`config.mk`:
```
export PLATFORM = sky130hd
export DESIGN_NAME = digit_module_chain
export DESIGN_NICKNAME = d
export VERILOG_FILES = /design/src/rtl/digit_module_chain.sv
export SDC_FILE = /design/constraint.sdc
export NUM_CORES = 1
export LEC_CHECK = 0
export ABC_AREA = 1
export ABC_CLOCK_PERIOD_IN_PS = 1700
export BUFFER_PORTS_ARGS = -buffer_cell sky130_fd_sc_hd__buf_4
export CAP_MARGIN = 25
export CORE_MARGIN = 2
export CORE_UTILIZATION = 47
export CTS_CLUSTER_DIAMETER = 40
export DETAILED_ROUTE_END_ITERATION = 8
export PLACE_DENSITY_LB_ADDON = 0.25
export SLEW_MARGIN = 20
export SYNTH_ARGS = -nofsm -noshare
export SYNTH_HDL_FRONTEND = slang
export SYNTH_SLANG_ARGS = --single-unit
```
`constraint.sdc`:
```
create_clock -name clk -period 1.7 [get_ports clk]
set_input_delay 0.34 -clock clk [delete_from_list [all_inputs] [get_ports clk]]
set_output_delay 0.34 -clock clk [all_outputs]
set_load 0.005 [all_outputs]
```
`src/rtl/digit_module_chain.sv`:
```
// Higher-order digit of the clock/timer chain: counts carry events addressed to it on the one-hot bus and carries out on wrap.
// Optional feature: define DIGIT_DOWN_EN to add the countDown port (decrement with borrow on underflow).
module digit_module_chain #(
   parameter int IDENTITY = 2
) (
   input  logic       clk,
   input  logic       rst_n,
   input  logic [3:0] state,
   input  logic [5:0] toDigit,
   input  logic       otherBitsMove,
   input  logic [3:0] setBits,
   input  logic [3:0] maximumBits,
`ifdef DIGIT_DOWN_EN
   input  logic       countDown,
`endif
   output logic [3:0] outputBits,
   output logic [5:0] fromDigit,
   output logic       otherBitsMoveOut
);

   // state | meaning
   // RESET | digit, edge detector and carry cleared
   // SET   | digit preloaded with min(setBits, maximumBits)
   // START | digit advances on each qualified rising edge of its request bit
   typedef enum logic [1:0] {
      RESET = 2'd0,
      SET   = 2'd1,
      START = 2'd2
   } fsm_t;

   localparam logic [6:0] CARRY_WIDE = 7'd1 << IDENTITY;
   localparam logic [5:0] CARRY_MASK = CARRY_WIDE[5:0];

   fsm_t       fsm;
   fsm_t       nextFsm;
   logic [3:0] count;
   logic       prev;
   logic       reqBit;
   logic       digitEvent;
   logic       goDown;

   assign reqBit     = toDigit[IDENTITY-1];
   assign digitEvent = reqBit && !prev && otherBitsMove;
   assign outputBits = count;

`ifdef DIGIT_DOWN_EN
   assign goDown = countDown;
`else
   assign goDown = 1'b0;
`endif

   // Command decode; START may not fall back to SET, so that command holds START.
   always_comb begin
      nextFsm = fsm;
      case (state)
         4'd0:    nextFsm = RESET;
         4'd1:    nextFsm = (fsm == START) ? START : SET;
         4'd3:    nextFsm = START;
         default: nextFsm = fsm;
      endcase
   end

   always_ff @(posedge clk or negedge rst_n) begin
      if (!rst_n) begin
         fsm              <= RESET;
         count            <= 4'd0;
         prev             <= 1'b0;
         fromDigit        <= 6'd0;
         otherBitsMoveOut <= 1'b0;
      end else begin
         fsm              <= nextFsm;
         fromDigit        <= 6'd0;
         otherBitsMoveOut <= 1'b0;
         case (nextFsm)
            RESET: begin
               count <= 4'd0;
               prev  <= 1'b0;
            end
            SET: begin
               count <= (setBits > maximumBits) ? maximumBits : setBits;
               prev  <= reqBit;
            end
            START: begin
               prev <= reqBit;
               if (digitEvent) begin
                  if (goDown) begin
                     if (count == 4'd0) begin
                        count            <= maximumBits;
                        fromDigit        <= CARRY_MASK;
                        otherBitsMoveOut <= 1'b1;
                     end else begin
                        count <= count - 4'd1;
                     end
                  end else if (count >= maximumBits) begin
                     count            <= 4'd0;
                     fromDigit        <= CARRY_MASK;
                     otherBitsMoveOut <= 1'b1;
                  end else begin
                     count <= count + 4'd1;
                  end
               end
            end
            default: begin
               count <= 4'd0;
               prev  <= 1'b0;
            end
         endcase
      end
   end

endmodule

```
==> out/results.ini <==
[finish]
stdcell_area_sq_um = 1047
diodes = 0
stdcell_count = 164
layout_commonest_cell = nand2_1
nets = 182
utilization_pct = 67.18
mostFrequentLayoutCells = nand2_1 (32), buf_4 (26), inv_1 (19)
syn_to_final_growth_pct = 30.78
final_layout_size_suffix_gt1_share_pct = 31.08

[timing]
fmax_mhz = 630.5
tns_ns = 0
hold_viol = 0
fin_crit_sh_pct = 93.29
drv_slew = 0
setup_violations = 0
post-route-min-period_ns = 1.586
fin_skew_ns = 0.005110
hold-worst-slack_ns = 0.3076

[synthesis]
syn_avg_cell_area_sq_um = 6.729
ys_types = 22
synth_mux_area_share_pct = 0
ys_warn_count = 0
synth-xor-area-share_pct = 1.094
synth_top_family_by_area = simple AND/OR/NAND/NOR gates
ys_seq_elements = 8
synth_top_area_share_pct = 25.00
synth_area_sq_um = 800.8
synth-compound-area-share_pct = 7.187
synth-simple-area-share_pct = 32.19
ys_seq_area_share_pct = 25.00
yosys.area.top_type = dfrtp_1
synth_area_leaders = dfrtp_1 (25%), ha_1 (17%), nand2_1 (15%)
syn_inst = 119
synthAdderAreaFrac_pct = 17.19

[cts]
cts.path.max_buffers = 2
root_buffer = clkbuf_4
cts_max_level = 1
path_clk_slew_ns = 0.05
numCtsBuffers = 3
cts_sinks = 8
cts_tree = done
clk_latency_ns = 0.25

[place]
placed_cell_area_sq_um = 985.9
port_buffers = 21
placedCellCount = 159
gp_congestion = 0.9041
hpwlAfterDp_um = 1444

[setup_path]
crit_arrival_ns = 1.73
slowest_delay_ns = 0.37
r2r-start = fsm[0]
r2r-end = outputBits[0]
crit_buf_inv = 3
slowest_stage = dfrtp_1
cp_top_family = flip-flops
path_cells = inv_2 -> nand2_2 -> o21ai_1 -> o21ai_1 -> buf_4 -> buf_4 -> ha_1 -> nand3_1 -> nand2_1 -> nand2_1 -> nand2_1
reg2reg_slack_ns = 0.11
setup.worst_path.end_class = register
crit_top_cell = nand2_1
setup.worst_path.class = register to register
critical_path.max_fanout = 4
reg2regPathDepth = 11
cp-start-kind = register
worst_ep_required_time_ns = 1.84

[routing]
wl_um = 1720
firstDrtPassIters = 4
drt-initial-drc-count = 3
drc = 0
vias_per_cell = 4.829
wl_per_cell_um = 10.49
vias = 792
drtAntennaViolNets = 0

[min_path]
hold_class = input pin to register
min_path_cells = 3
hp-start = toDigit[1]
hold_path_end = prev

[power_and_ir_drop]
p_per_area_nw_per_um2 = 864.8
irDropWorstVdd_uv = 691.5
p_leak_nw = 0.6436

[grt]
grt_pass1_vias = 789
grt_max_degree = 9
overflow = 0
antenna_found_initial = 0
grt_util_all_layers_pct = 20.71
grt_pass1_wl_um = 3056

[floorplanning]
die_x_um = 45.28
die_h_um = 45.28
dieArea_sq_um = 2050
num_rows = 14
start_util_pct = 51.36
ios = 32
core_area_sq_um = 1559

[status]
status = finished clean

[flow_run]
drv_cap = 0

[logic make-up after synthesis]
kind of cell | count (synthesis)
buffers and inverters | 30
DFF | 8
and+or+nand+nor | 58
xor gates and xnor gates | 1
adders and majority gates | 11
other | 1
AOI/OAI and AO/OA | 10
[metrics by stage]
step                      worst slack, ns  total power (W)
after global placement            -0.1710        0.0007185
after global routing            -0.001620         0.001005
after CTS                         0.06924        0.0008800
after detailed placement          -0.2036        0.0007278
final                              0.1140        0.0009057
after floorplan                   0.05983        0.0005500
[worst max path at each step]
| stage | startpoint | to | slack [ns] | cells after the start |
|---|---|---|---|---|
| finish | fsm[0] | outputBits[0] | 0.11 | 11 |
| global route | fsm[1] | outputBits[2] | -0.002 | 12 |
| global placement | state[3] | outputBits[1] | -0.17 | 12 |
| floorplan | state[3] | outputBits[0] | 0.06 | 11 |
| detailed placement | state[3] | outputBits[2] | -0.20 | 12 |
| CTS | fsm[0] | outputBits[2] | 0.07 | 13 |
[area by class of cell]
class                      instances  area, sq um
tap                               16        20.02
sequential                         8        200.2
clock buffer                       3        22.52
multi-input combinational         85        498.0
inverter                          24        90.09
fill                             158        511.7
timing repair buffer              28        216.5
[cell usage after synthesis, drive strengths merged]
cell type	instances
ha	11
xor2	1
nor2	12
inv	24
o22ai	1
buf	6
nand4	1
conb	1
nand3	10
nand2	35
dfrtp	8
o21ai	4
o211ai	1
a21oi	4
[worst register-to-register path, stage by stage, from the launching register on]
cell     delay, ns
dfrtp_1       0.37
inv_2         0.06
nand2_2       0.05
o21ai_1       0.13
o21ai_1       0.10
buf_4         0.14
buf_4         0.12
ha_1          0.22
nand3_1       0.11
nand2_1       0.07
nand2_1       0.06
nand2_1       0.05
[per-layer routing]
metal  track usage [%]  part of all wire (%)  vias to the layer above
met5                 0                     0                        -
met4             3.529                     0                        0
met3             7.200                   4.4                        0
met2             40.00                    52                       20
met1             21.39                    44                      358
li1                  -                     -                      414
[power by group]
part / internal [W] / total [W] / switching [W] / leakage [nW]
Clock: 0.0000807 / 0.000143 / 0.0000628 / 0.0138
Combinational: 0.000234 / 0.000495 / 0.000261 / 0.524
Sequential: 0.000231 / 0.000267 / 0.0000357 / 0.105
[registers in the layout (all words and copies together), names as in the netlist]
name	flops
fsm	2
prev	1
outputBits	4
fromDigit	1
[repair_timing]
| item | CTS | global route |
|---|---|---|
| endpoints found under the setup margin | 4 | 4 |
| pin swaps | 0 | 3 |
| endpoints found under the hold margin | 8 | 0 |
| gates resized for setup | 1 | 8 |
| setup buffers | 0 | 1 |
| hold buffers | 1 | 0 |
Power figures use the tool's default switching activity.
